<file path="config.mk">
export PLATFORM = sky130hd
export DESIGN_NAME = countdown_timer_flat
export DESIGN_NICKNAME = d
export VERILOG_FILES = /design/src/rtl/countdown_timer_if.sv /design/src/rtl/countdown_timer.sv /design/src/flat_wrapper.sv
export SDC_FILE = /design/constraint.sdc
export NUM_CORES = 1
export LEC_CHECK = 0
export CORE_MARGIN = 2
export CORE_UTILIZATION = 52
export DETAILED_ROUTE_END_ITERATION = 16
export PLACE_DENSITY = 0.8
export SYNTH_ARGS = -nofsm -noshare
export SYNTH_HDL_FRONTEND = slang
export SYNTH_SLANG_ARGS = --single-unit
</file>
<file path="constraint.sdc">
create_clock -name clk -period 2.9 [get_ports clk]
set_input_delay 0.29 -clock clk [delete_from_list [all_inputs] [get_ports clk]]
set_output_delay 0.29 -clock clk [all_outputs]
set_load 0.01 [all_outputs]
</file>
<file path="src/rtl/countdown_timer_if.sv">
// Control/status bundle for the countdown timer: run/load/clear controls, preset digits in,
// current BCD digits and status flags out.
interface countdown_timer_if;
  logic       run;
  logic       load;
  logic       clear;
  logic [1:0] set_hour2;
  logic [3:0] set_hour1;
  logic [2:0] set_min2;
  logic [3:0] set_min1;
  logic [2:0] set_sec2;
  logic [3:0] set_sec1;
  logic [3:0] set_point1;
  logic [1:0] hour2_q;
  logic [3:0] hour1_q;
  logic [2:0] min2_q;
  logic [3:0] min1_q;
  logic [2:0] sec2_q;
  logic [3:0] sec1_q;
  logic [3:0] point1_q;
  logic       running;
  logic       done;
  logic       alarm;
  logic       load_err;

  modport master (
    output run, load, clear,
    output set_hour2, set_hour1, set_min2, set_min1, set_sec2, set_sec1, set_point1,
    input  hour2_q, hour1_q, min2_q, min1_q, sec2_q, sec1_q, point1_q,
    input  running, done, alarm, load_err
  );

  modport slave (
    input  run, load, clear,
    input  set_hour2, set_hour1, set_min2, set_min1, set_sec2, set_sec1, set_point1,
    output hour2_q, hour1_q, min2_q, min1_q, sec2_q, sec1_q, point1_q,
    output running, done, alarm, load_err
  );
endinterface

</file>
<file path="src/rtl/countdown_timer.sv">
// HH:MM:SS.t countdown timer: BCD borrow-chain decrement once per prescaler tick,
// one-cycle done pulse and latched alarm at zero, validated preset load.
module countdown_timer #(
  parameter int TICK_DIV = 100000,
  parameter int PRE_W    = 17
) (
  input  logic        clk,
  input  logic        rst,
  countdown_timer_if.slave bus
);
  typedef enum logic [1:0] {S_IDLE, S_RUN, S_PAUSE, S_EXPIRED} state_t;

  localparam logic [PRE_W-1:0] PRE_MAX = PRE_W'(TICK_DIV - 1);

  state_t           state_q, state_d;
  logic [PRE_W-1:0] pre_q, pre_d;
  logic [1:0]       hour2_q, hour2_d;
  logic [3:0]       hour1_q, hour1_d;
  logic [2:0]       min2_q, min2_d;
  logic [3:0]       min1_q, min1_d;
  logic [2:0]       sec2_q, sec2_d;
  logic [3:0]       sec1_q, sec1_d;
  logic [3:0]       point1_q, point1_d;
  logic             running_q, running_d;
  logic             done_q, done_d;
  logic             alarm_q, alarm_d;
  logic             load_err_q, load_err_d;

  // Returns {borrow_out, digit}; a digit at 0 wraps to its field maximum and borrows.
  function automatic logic [4:0] dec_bcd(input logic [3:0] d, input logic [3:0] top,
                                         input logic bin);
    if (!bin)
      return {1'b0, d};
    else if (d == 4'd0)
      return {1'b1, top};
    else
      return {1'b0, d - 4'd1};
  endfunction

  logic [4:0] dp1, ds1, ds2, dm1, dm2, dh1, dh2;
  logic       value_nz, dec_zero, preset_ok;

  always_comb begin
    dp1 = dec_bcd(point1_q, 4'd9, 1'b1);
    ds1 = dec_bcd(sec1_q, 4'd9, dp1[4]);
    ds2 = dec_bcd({1'b0, sec2_q}, 4'd5, ds1[4]);
    dm1 = dec_bcd(min1_q, 4'd9, ds2[4]);
    dm2 = dec_bcd({1'b0, min2_q}, 4'd5, dm1[4]);
    dh1 = dec_bcd(hour1_q, 4'd9, dm2[4]);
    dh2 = dec_bcd({2'b00, hour2_q}, 4'd0, dh1[4]);

    value_nz = (hour2_q != 2'd0) || (hour1_q != 4'd0) || (min2_q != 3'd0) ||
               (min1_q != 4'd0) || (sec2_q != 3'd0) || (sec1_q != 4'd0) ||
               (point1_q != 4'd0);
    dec_zero = (dh2[3:0] == 4'd0) && (dh1[3:0] == 4'd0) && (dm2[3:0] == 4'd0) &&
               (dm1[3:0] == 4'd0) && (ds2[3:0] == 4'd0) && (ds1[3:0] == 4'd0) &&
               (dp1[3:0] == 4'd0);
    preset_ok = (bus.set_hour2 <= 2'd2) && (bus.set_hour1 <= 4'd9) &&
                !((bus.set_hour2 == 2'd2) && (bus.set_hour1 > 4'd3)) &&
                (bus.set_min2 <= 3'd5) && (bus.set_min1 <= 4'd9) &&
                (bus.set_sec2 <= 3'd5) && (bus.set_sec1 <= 4'd9) &&
                (bus.set_point1 <= 4'd9);
  end

  always_comb begin
    state_d    = state_q;
    pre_d      = pre_q;
    hour2_d    = hour2_q;
    hour1_d    = hour1_q;
    min2_d     = min2_q;
    min1_d     = min1_q;
    sec2_d     = sec2_q;
    sec1_d     = sec1_q;
    point1_d   = point1_q;
    done_d     = 1'b0;
    load_err_d = 1'b0;

    if (bus.clear) begin
      {hour2_d, hour1_d, min2_d, min1_d, sec2_d, sec1_d, point1_d} = '0;
      pre_d   = '0;
      state_d = S_IDLE;
    end else if (bus.load) begin
      if (preset_ok) begin
        hour2_d  = bus.set_hour2;
        hour1_d  = bus.set_hour1;
        min2_d   = bus.set_min2;
        min1_d   = bus.set_min1;
        sec2_d   = bus.set_sec2;
        sec1_d   = bus.set_sec1;
        point1_d = bus.set_point1;
        pre_d    = '0;
        state_d  = S_IDLE;
      end else begin
        load_err_d = 1'b1;
      end
    end else begin
      case (state_q)
        S_IDLE: begin
          pre_d = '0;
          if (bus.run && value_nz) state_d = S_RUN;
        end
        S_RUN: begin
          // Dropping run freezes the prescaler on that edge so the resume picks up exactly.
          if (!bus.run) begin
            state_d = S_PAUSE;
          end else if (pre_q == PRE_MAX) begin
            pre_d    = '0;
            hour2_d  = dh2[1:0];
            hour1_d  = dh1[3:0];
            min2_d   = dm2[2:0];
            min1_d   = dm1[3:0];
            sec2_d   = ds2[2:0];
            sec1_d   = ds1[3:0];
            point1_d = dp1[3:0];
            if (dec_zero) begin
              state_d = S_EXPIRED;
              done_d  = 1'b1;
            end
          end else begin
            pre_d = pre_q + PRE_W'(1);
          end
        end
        S_PAUSE: begin
          if (bus.run) state_d = S_RUN;
        end
        default: begin
          pre_d = '0;
        end
      endcase
    end

    running_d = (state_d == S_RUN);
    alarm_d   = (state_d == S_EXPIRED);
  end

  always_ff @(posedge clk or posedge rst) begin
    if (rst) begin
      state_q    <= S_IDLE;
      pre_q      <= '0;
      hour2_q    <= '0;
      hour1_q    <= '0;
      min2_q     <= '0;
      min1_q     <= '0;
      sec2_q     <= '0;
      sec1_q     <= '0;
      point1_q   <= '0;
      running_q  <= 1'b0;
      done_q     <= 1'b0;
      alarm_q    <= 1'b0;
      load_err_q <= 1'b0;
    end else begin
      state_q    <= state_d;
      pre_q      <= pre_d;
      hour2_q    <= hour2_d;
      hour1_q    <= hour1_d;
      min2_q     <= min2_d;
      min1_q     <= min1_d;
      sec2_q     <= sec2_d;
      sec1_q     <= sec1_d;
      point1_q   <= point1_d;
      running_q  <= running_d;
      done_q     <= done_d;
      alarm_q    <= alarm_d;
      load_err_q <= load_err_d;
    end
  end

  assign bus.hour2_q  = hour2_q;
  assign bus.hour1_q  = hour1_q;
  assign bus.min2_q   = min2_q;
  assign bus.min1_q   = min1_q;
  assign bus.sec2_q   = sec2_q;
  assign bus.sec1_q   = sec1_q;
  assign bus.point1_q = point1_q;
  assign bus.running  = running_q;
  assign bus.done     = done_q;
  assign bus.alarm    = alarm_q;
  assign bus.load_err = load_err_q;
endmodule

</file>
<file path="src/flat_wrapper.sv">
// flat-port wrapper written by rule: the top's interface ports become plain ports
module countdown_timer_flat 
#(
  parameter int TICK_DIV = 100000,
  parameter int PRE_W    = 17
)
  (clk, rst, bus_run, bus_load, bus_clear, bus_set_hour2, bus_set_hour1, bus_set_min2, bus_set_min1, bus_set_sec2, bus_set_sec1, bus_set_point1, bus_hour2_q, bus_hour1_q, bus_min2_q, bus_min1_q, bus_sec2_q, bus_sec1_q, bus_point1_q, bus_running, bus_done, bus_alarm, bus_load_err);
  countdown_timer_if bus_i ();
  input  logic clk;
  input  logic rst;
  input wire logic [$bits(bus_i.run)-1:0] bus_run;
  input wire logic [$bits(bus_i.load)-1:0] bus_load;
  input wire logic [$bits(bus_i.clear)-1:0] bus_clear;
  input wire logic [$bits(bus_i.set_hour2)-1:0] bus_set_hour2;
  input wire logic [$bits(bus_i.set_hour1)-1:0] bus_set_hour1;
  input wire logic [$bits(bus_i.set_min2)-1:0] bus_set_min2;
  input wire logic [$bits(bus_i.set_min1)-1:0] bus_set_min1;
  input wire logic [$bits(bus_i.set_sec2)-1:0] bus_set_sec2;
  input wire logic [$bits(bus_i.set_sec1)-1:0] bus_set_sec1;
  input wire logic [$bits(bus_i.set_point1)-1:0] bus_set_point1;
  output wire logic [$bits(bus_i.hour2_q)-1:0] bus_hour2_q;
  output wire logic [$bits(bus_i.hour1_q)-1:0] bus_hour1_q;
  output wire logic [$bits(bus_i.min2_q)-1:0] bus_min2_q;
  output wire logic [$bits(bus_i.min1_q)-1:0] bus_min1_q;
  output wire logic [$bits(bus_i.sec2_q)-1:0] bus_sec2_q;
  output wire logic [$bits(bus_i.sec1_q)-1:0] bus_sec1_q;
  output wire logic [$bits(bus_i.point1_q)-1:0] bus_point1_q;
  output wire logic [$bits(bus_i.running)-1:0] bus_running;
  output wire logic [$bits(bus_i.done)-1:0] bus_done;
  output wire logic [$bits(bus_i.alarm)-1:0] bus_alarm;
  output wire logic [$bits(bus_i.load_err)-1:0] bus_load_err;
  assign bus_i.run = bus_run;
  assign bus_i.load = bus_load;
  assign bus_i.clear = bus_clear;
  assign bus_i.set_hour2 = bus_set_hour2;
  assign bus_i.set_hour1 = bus_set_hour1;
  assign bus_i.set_min2 = bus_set_min2;
  assign bus_i.set_min1 = bus_set_min1;
  assign bus_i.set_sec2 = bus_set_sec2;
  assign bus_i.set_sec1 = bus_set_sec1;
  assign bus_i.set_point1 = bus_set_point1;
  assign bus_hour2_q = bus_i.hour2_q;
  assign bus_hour1_q = bus_i.hour1_q;
  assign bus_min2_q = bus_i.min2_q;
  assign bus_min1_q = bus_i.min1_q;
  assign bus_sec2_q = bus_i.sec2_q;
  assign bus_sec1_q = bus_i.sec1_q;
  assign bus_point1_q = bus_i.point1_q;
  assign bus_running = bus_i.running;
  assign bus_done = bus_i.done;
  assign bus_alarm = bus_i.alarm;
  assign bus_load_err = bus_i.load_err;
  countdown_timer #(.TICK_DIV(TICK_DIV), .PRE_W(PRE_W)) u_core (.clk(clk), .rst(rst), .bus(bus_i));
endmodule
</file>
# Word level (Yosys, flattened, before mapping)
# Index checks and enable logic that the tools add are counted.
[word_totals]
reg_bits = 47
latchBits = 0
ram_bits = 0
rom_bits = 0
elab_cells = 166
mem_count = 0
[classes]
n_addsub = 8
n_mul = 0
div_mod_pow = 0
magnitude_cmp = 8
n_eq_ne = 9
shifts = 0
muxes = 79
bitwise = 0
reduce_logical = 49
[op_table]
columns = ["cell", "n"]
rows = [
  ["$mux W4", 26],
  ["$mux W17", 5],
  ["$mux W5", 11],
  ["$logic_not A4 Y1", 11],
  ["$mux W3", 12],
  ["$pmux W17 S2", 1],
  ["$mux W2", 14],
  ["$add A17 B1 Y17 const B", 1],
  ["$eq A17 B17 Y1 const B", 1],
  ["$le A4 B4 Y1 const B", 4],
  ["$reduce_bool A4 Y1", 4],
  ["$sub A4 B1 Y4 const B", 4],
  ["$logic_and A1 B1 Y1", 15],
  ["$reduce_bool A3 Y1", 5],
  ["$mux W1", 9],
  ["$sub A3 B1 Y4 const B", 2],
  ["$eq A2 B2 Y1 const B", 3],
  ["$le A3 B3 Y1 const B", 2],
  ["$logic_not A3 Y1", 2],
  ["$logic_or A1 B1 Y1", 6],
  ["$pmux W2 S3", 1],
  ["$eq A2 B1 Y1 const B", 2],
  ["$gt A4 B2 Y1 const B", 1],
  ["$logic_not A2 Y1", 2],
  ["other kinds (9)", 9],
]

# Logic depth before layout (Yosys ltp)
[depth]
depth_word = 22
mapped_depth = 8
mapped_depth_nobuf = 7

# Worst setup path after synthesis
# No wires, ideal clock.
[synth_timing]
kind = "reg2reg"
start = "reg u_core.point1_q[1], in the netlist u_core.bus.point1_q[1]"
end = "reg u_core.alarm_q, in the netlist u_core.bus.alarm"
arrival_ns = 2.334
t_required_ns = 2.834
setup_slack_ns = 0.500
stages_incl_launch_ff = 8
cell_sequence = "dfrtp_1 buf_2 nor4_2 nand2_1 mux2i_1 or4_4 o31ai_4 and2_1"
[synth_between]
elab_chain_cells = 22
elab_cells_between_ends = 33
cone_classes = "add/sub: 1; eq/ne: 1; mux: 14; reduce/logical: 17"
[synth_lines]
columns = ["element", "line_no", "text"]
rows = [
  ["start, declared", "countdown_timer.sv:23", "logic [3:0] point1_q, point1_d;"],
  ["start signal, assigned", "countdown_timer.sv:160", "point1_q <= point1_d;"],
  ["$logic_not A4 Y1", "countdown_timer.sv:34", "else if (d == 4'd0)"],
  ["$mux W5", "countdown_timer.sv:34", ""],
  ["$mux W5 (5 in a row)", "countdown_timer.sv:32", "if (!bin)"],
  ["$mux W4", "countdown_timer.sv:32", ""],
  ["$logic_not A4 Y1", "countdown_timer.sv:55", "dec_zero = (dh2[3:0] == 4'd0) && (dh1[3:0] == 4'd0) && (dm2[3:0] == 4'd0) &&"],
  ["$logic_and A1 B1 Y1 (3 in a row)", "countdown_timer.sv:55", ""],
  ["$logic_and A1 B1 Y1 (3 in a row)", "countdown_timer.sv:56", "(dm1[3:0] == 4'd0) && (ds2[3:0] == 4'd0) && (ds1[3:0] == 4'd0) &&"],
  ["$mux W2", "countdown_timer.sv:115", "if (dec_zero) begin"],
  ["$mux W2", "countdown_timer.sv:106", "end else if (pre_q == PRE_MAX) begin"],
  ["$mux W2", "countdown_timer.sv:104", "if (!bus.run) begin"],
  ["$pmux W2 S3 (*)", "countdown_timer.sv:97", "case (state_q)"],
  ["$mux W2 (*)", "countdown_timer.sv:82", "end else if (bus.load) begin"],
  ["$mux W2 (*)", "countdown_timer.sv:78", "if (bus.clear) begin"],
  ["net u_core.state_d[1]", "countdown_timer.sv:15", "state_t state_q, state_d;"],
  ["$eq A2 B2 Y1 (*)", "countdown_timer.sv:133", "alarm_d = (state_d == S_EXPIRED);"],
  ["net u_core.alarm_d", "countdown_timer.sv:26", "logic alarm_q, alarm_d;"],
  ["end signal, assigned", "countdown_timer.sv:163", "alarm_q <= alarm_d;"],
  ["end, declared", "countdown_timer.sv:26", ""],
]
# The timed path passes the listed nets; every way through them passes the cells marked *.
# A chain may end at the register's enable or synchronous reset.

# Worst setup path in the final report
[layout_timing]
start = "reg u_core.pre_q[0]"
end = "reg u_core.min2_q[2], in the netlist u_core.bus.min2_q[2]"
[layout_between]
elab_chain_cells = 3
[layout_lines]
columns = ["element", "line_no", "text"]
rows = [
  ["start, declared", "countdown_timer.sv:16", "logic [PRE_W-1:0] pre_q, pre_d;"],
  ["start signal, assigned", "countdown_timer.sv:153", "pre_q <= pre_d;"],
  ["$eq A17 B17 Y1", "countdown_timer.sv:106", ""],
  ["$reduce_bool A3 Y1 (no line)", "n/a", ""],
  ["$reduce_and A4 Y1 (no line)", "n/a", ""],
  ["end signal, assigned", "countdown_timer.sv:156", "min2_q <= min2_d;"],
  ["end, declared", "countdown_timer.sv:19", "logic [2:0] min2_q, min2_d;"],
]
# No other way between the ends.

==> load_flow_metrics.sql <==
INSERT INTO impl_metrics (metric_group, metric, value, unit) VALUES
('status', 'run_status', 'complete, no violations', ''),
('cells_and_area', 'final.fill_count', '469', ''),
('logic_synthesis', 'synth_cells', '358', ''),
('global_routing', 'grt_pass1_wl', '13800', 'um'),
('setup_path', 'crit_end_category', 'register', ''),
('clocking', 'ctsHtreeMaxLevel', '2', ''),
('clocking', 'cts.repair.resized', '0', ''),
('die', 'floorplan.die_area', '6320', 'sq um'),
('sta', 'layout_setup_ws', '0.343', 'ns'),
('cells_and_area', 'antenna_cells', '0', ''),
('clocking', 'cts.repair_timing.setup_buffer_count', '0', ''),
('flow_run', 'maxCapViolations', '0', ''),
('sta', 'finalCriticalPeriod', '2.56', 'ns'),
('logic_synthesis', 'synthMostInstantiatedCell', 'o21ai_0', ''),
('die', 'die_width', '79.5', 'um'),
('route', 'drt-initial-drc-count', '327', ''),
('logic_synthesis', 'synthesis.area', '2960', 'sq um'),
('route', 'final_antenna_net_count', '0', ''),
('global_routing', 'grt_max_degree', '48', ''),
('sta', 'worst-slew-pin-transition', '0.971', 'ns'),
('cells_and_area', 'flow.area_growth_from_synthesis', '25.0', '%'),
('cells_and_area', 'total_area_of_multi_input_combinational_cells', '1690', 'sq um'),
('die', 'floorplan.die.height', '79.5', 'um'),
('clocking', 'clk_path_buf_depth', '2', ''),
('power', 'leakage', '1.49', 'nW'),
('setup_path', 'timing.critical_path.from_type', 'register', ''),
('logic_synthesis', 'synth_top_cell_by_area', 'dfrtp_1', ''),
('logic_synthesis', 'synthDominantCellAreaShare', '39.7', '%'),
('logic_synthesis', 'async_flop_share', '100', '%'),
('clocking', 'cts.reportedPaths.clkPinSlew', '0.09', 'ns'),
('die', 'initial_core_util', '53.8', '%'),
('placement', 'port_buffers', '56', ''),
('sta', 'totalNegativeSetupSlack', '0', 'ns'),
('die', 'ioPinCount', '57', ''),
('sta', 'hold_slack', '0.539', 'ns'),
('route', 'average_wire_length_per_cell_after_detail_routing', '17.2', 'um'),
('sta', 'final_max_slew_viol_count', '0', ''),
('sta', 'layout_worst_path_cycle_share', '88.2', '%'),
('logic_synthesis', 'post_synth_most_frequent_cells', 'o21ai_0 (52), dfrtp_1 (47), nand2_1 (40)', ''),
('logic_synthesis', 'ranking_of_synthesized_cells_by_area', 'dfrtp_1 (40%), o21ai_0 (8.8%), nand2_1 (5.1%)', ''),
('logic_synthesis', 'syn_area_per_cell', '8.28', 'sq um'),
('cells_and_area', 'post_route_cells_drive_above_1_share', '7.25', '%'),
('sta', 'setup_viols_final', '0', ''),
('sta', 'relSlewSlack', '35.2', '%'),
('clocking', 'clock_latency', '0.30', 'ns'),
('logic_synthesis', 'synth-edff-count', '0', ''),
('cells_and_area', 'register_area', '1180', 'sq um'),
('power', 'totalPowerFinal', '1.67', 'mW'),
('setup_path', 'worst_path_fanout_max', '8', ''),
('setup_path', 'reg2regPathDepth', '7', ''),
('setup_path', 'worst_ep_required_time', '3.13', 'ns'),
('sta', 'timing.fmax', '391', 'MHz'),
('logic_synthesis', 'yosys_most_used_dff', 'dfrtp_1', ''),
('cells_and_area', 'design.final.nets', '443', ''),
('global_routing', 'antenna_found_initial', '0', ''),
('logic_synthesis', 'yosysSeqAreaShare', '39.7', '%'),
('logic_synthesis', 'synth_nets', '388', ''),
('logic_synthesis', 'yosys_warnings', '0', ''),
('sta', 'timing.clock.skew', '0.00992', 'ns'),
('clocking', 'cts_made_buffers', '5', ''),
('route', 'drt-pass1-iter-count', '5', ''),
('global_routing', 'grt_util_all_layers', '27.5', '%'),
('power', 'worst_ir_drop_vdd', '0.000280', 'V'),
('logic_synthesis', 'synth_cell_type_count', '53', ''),
('global_routing', 'grt_remaining_overflow', '0', ''),
('route', 'drt_drc_violations_left', '0', ''),
('clocking', 'clock-root-buffer', 'clkbuf_8', ''),
('setup_path', 'timing.critical_path.arrival', '2.79', 'ns'),
('clocking', 'cts_tree', 'done', ''),
('die', 'core_area', '5510', 'sq um'),
('die', 'placementRows', '27', '');
## worst max-delay path: stages (launching register included)
cell     delay [ns]
dfrtp_1        0.41
ha_1           0.24
and4_1         0.29
nand4_1        0.25
o21a_1         0.30
or2_0          0.23
nor2_1         0.51
a22o_1         0.25
## where the power goes
part	switching, mW	internal [mW]	total [mW]
Clock	0.222	0.170	0.392
Sequential	0.0812	0.698	0.779
Combinational	0.257	0.246	0.503
Total	0.560	1.11	1.67
## metal layers
layer | vias up | routed length [um] | global-route usage (%)
met5 | - | 0 | 0
met4 | 0 | 89 | 7.93
met3 | 14 | 621 | 3.28
met2 | 171 | 4020 | 43.8
met1 | 1479 | 3650 | 39.2
li1 | 1446 | - | -
## metrics by stage
stage	area (sq um)	instances	util (%)
detailed placement	3620	478	65.8
CTS	3700	486	67.3
finish	3700	486	67.3
global placement	3620	478	65.8
global route	3700	486	67.3
floorplan	2960	358	-
## state kept, by name, summed over array words and instances, names as in the netlist
signal / flops
u_core.bus.hour1_q: 4
u_core.bus.point1_q: 4
u_core.bus.running: 1
u_core.pre_q: 17
u_core.state_q: 2
u_core.bus.alarm: 1
u_core.bus.done: 1
u_core.bus.load_err: 1
u_core.bus.min1_q: 4
u_core.bus.min2_q: 3
u_core.bus.sec1_q: 4
u_core.bus.sec2_q: 3
u_core.bus.hour2_q: 2
## layout make-up
class | instances | area share, %
repair buffers | 67 | 17.4
flip-flops and latches | 47 | 31.8
multi-input cells | 286 | 45.6
well taps | 72 | 2.43
inverters | 6 | 0.608
clock buffers | 7 | 2.06
clock inverters | 1 | 0.135
## kinds of logic (layout without fill, tap and decap cells)
group | count (synthesis) | count (layout) | synth area share [%]
compound gates | 128 | 128 | 27.7
xor+xnor | 1 | 1 | 0.296
buf+inv | 25 | 81 | 3.25
simple gates | 151 | 151 | 26.9
flops | 47 | 47 | 39.7
fa+ha+maj | 1 | 1 | 0.422
mux | 5 | 5 | 1.73
## layout by cell type (no fill, tap or decap), types with 2 or more instances in the layout
master / count
a211oi_1: 4
a21boi_0: 2
a21o_1: 4
a21oi_1: 20
a22o_1: 10
and2_1: 3
and3_1: 4
and4_1: 2
buf_4: 11
clkbuf_1: 2
clkbuf_8: 5
clkdlybuf4s50_1: 56
dfrtp_1: 47
inv_1: 5
mux2i_1: 4
nand2_1: 40
nand2b_1: 3
nand3_1: 10
nand3b_1: 2
nand4_1: 8
nor2_1: 28
nor2b_1: 9
nor3_1: 11
nor4_1: 8
nor4b_1: 2
nor4bb_1: 2
o21a_1: 3
o21ai_0: 52
o2bb2ai_1: 4
o31a_1: 3
o31ai_1: 14
o41ai_1: 3
or2_2: 5
or3_1: 5
or4_1: 2
## worst paths after layout
| kind | startpoint | end | slack, ns |
|---|---|---|---|
| setup / recovery | u_core.pre_q[0] | u_core.bus.min2_q[2] | 0.34 |
| hold / removal | rst | u_core.bus.min2_q[0] | 0.54 |
| setup reg to reg | u_core.pre_q[0] | u_core.bus.min2_q[2] | 0.34 |
| hold reg to reg | u_core.pre_q[11] | u_core.pre_q[11] | 0.54 |
| max in group asynchronous | rst | u_core.bus.point1_q[0] | 1.76 |
| min in group clk | u_core.pre_q[11] | u_core.pre_q[11] | 0.54 |
Power figures use the tool's default switching activity.
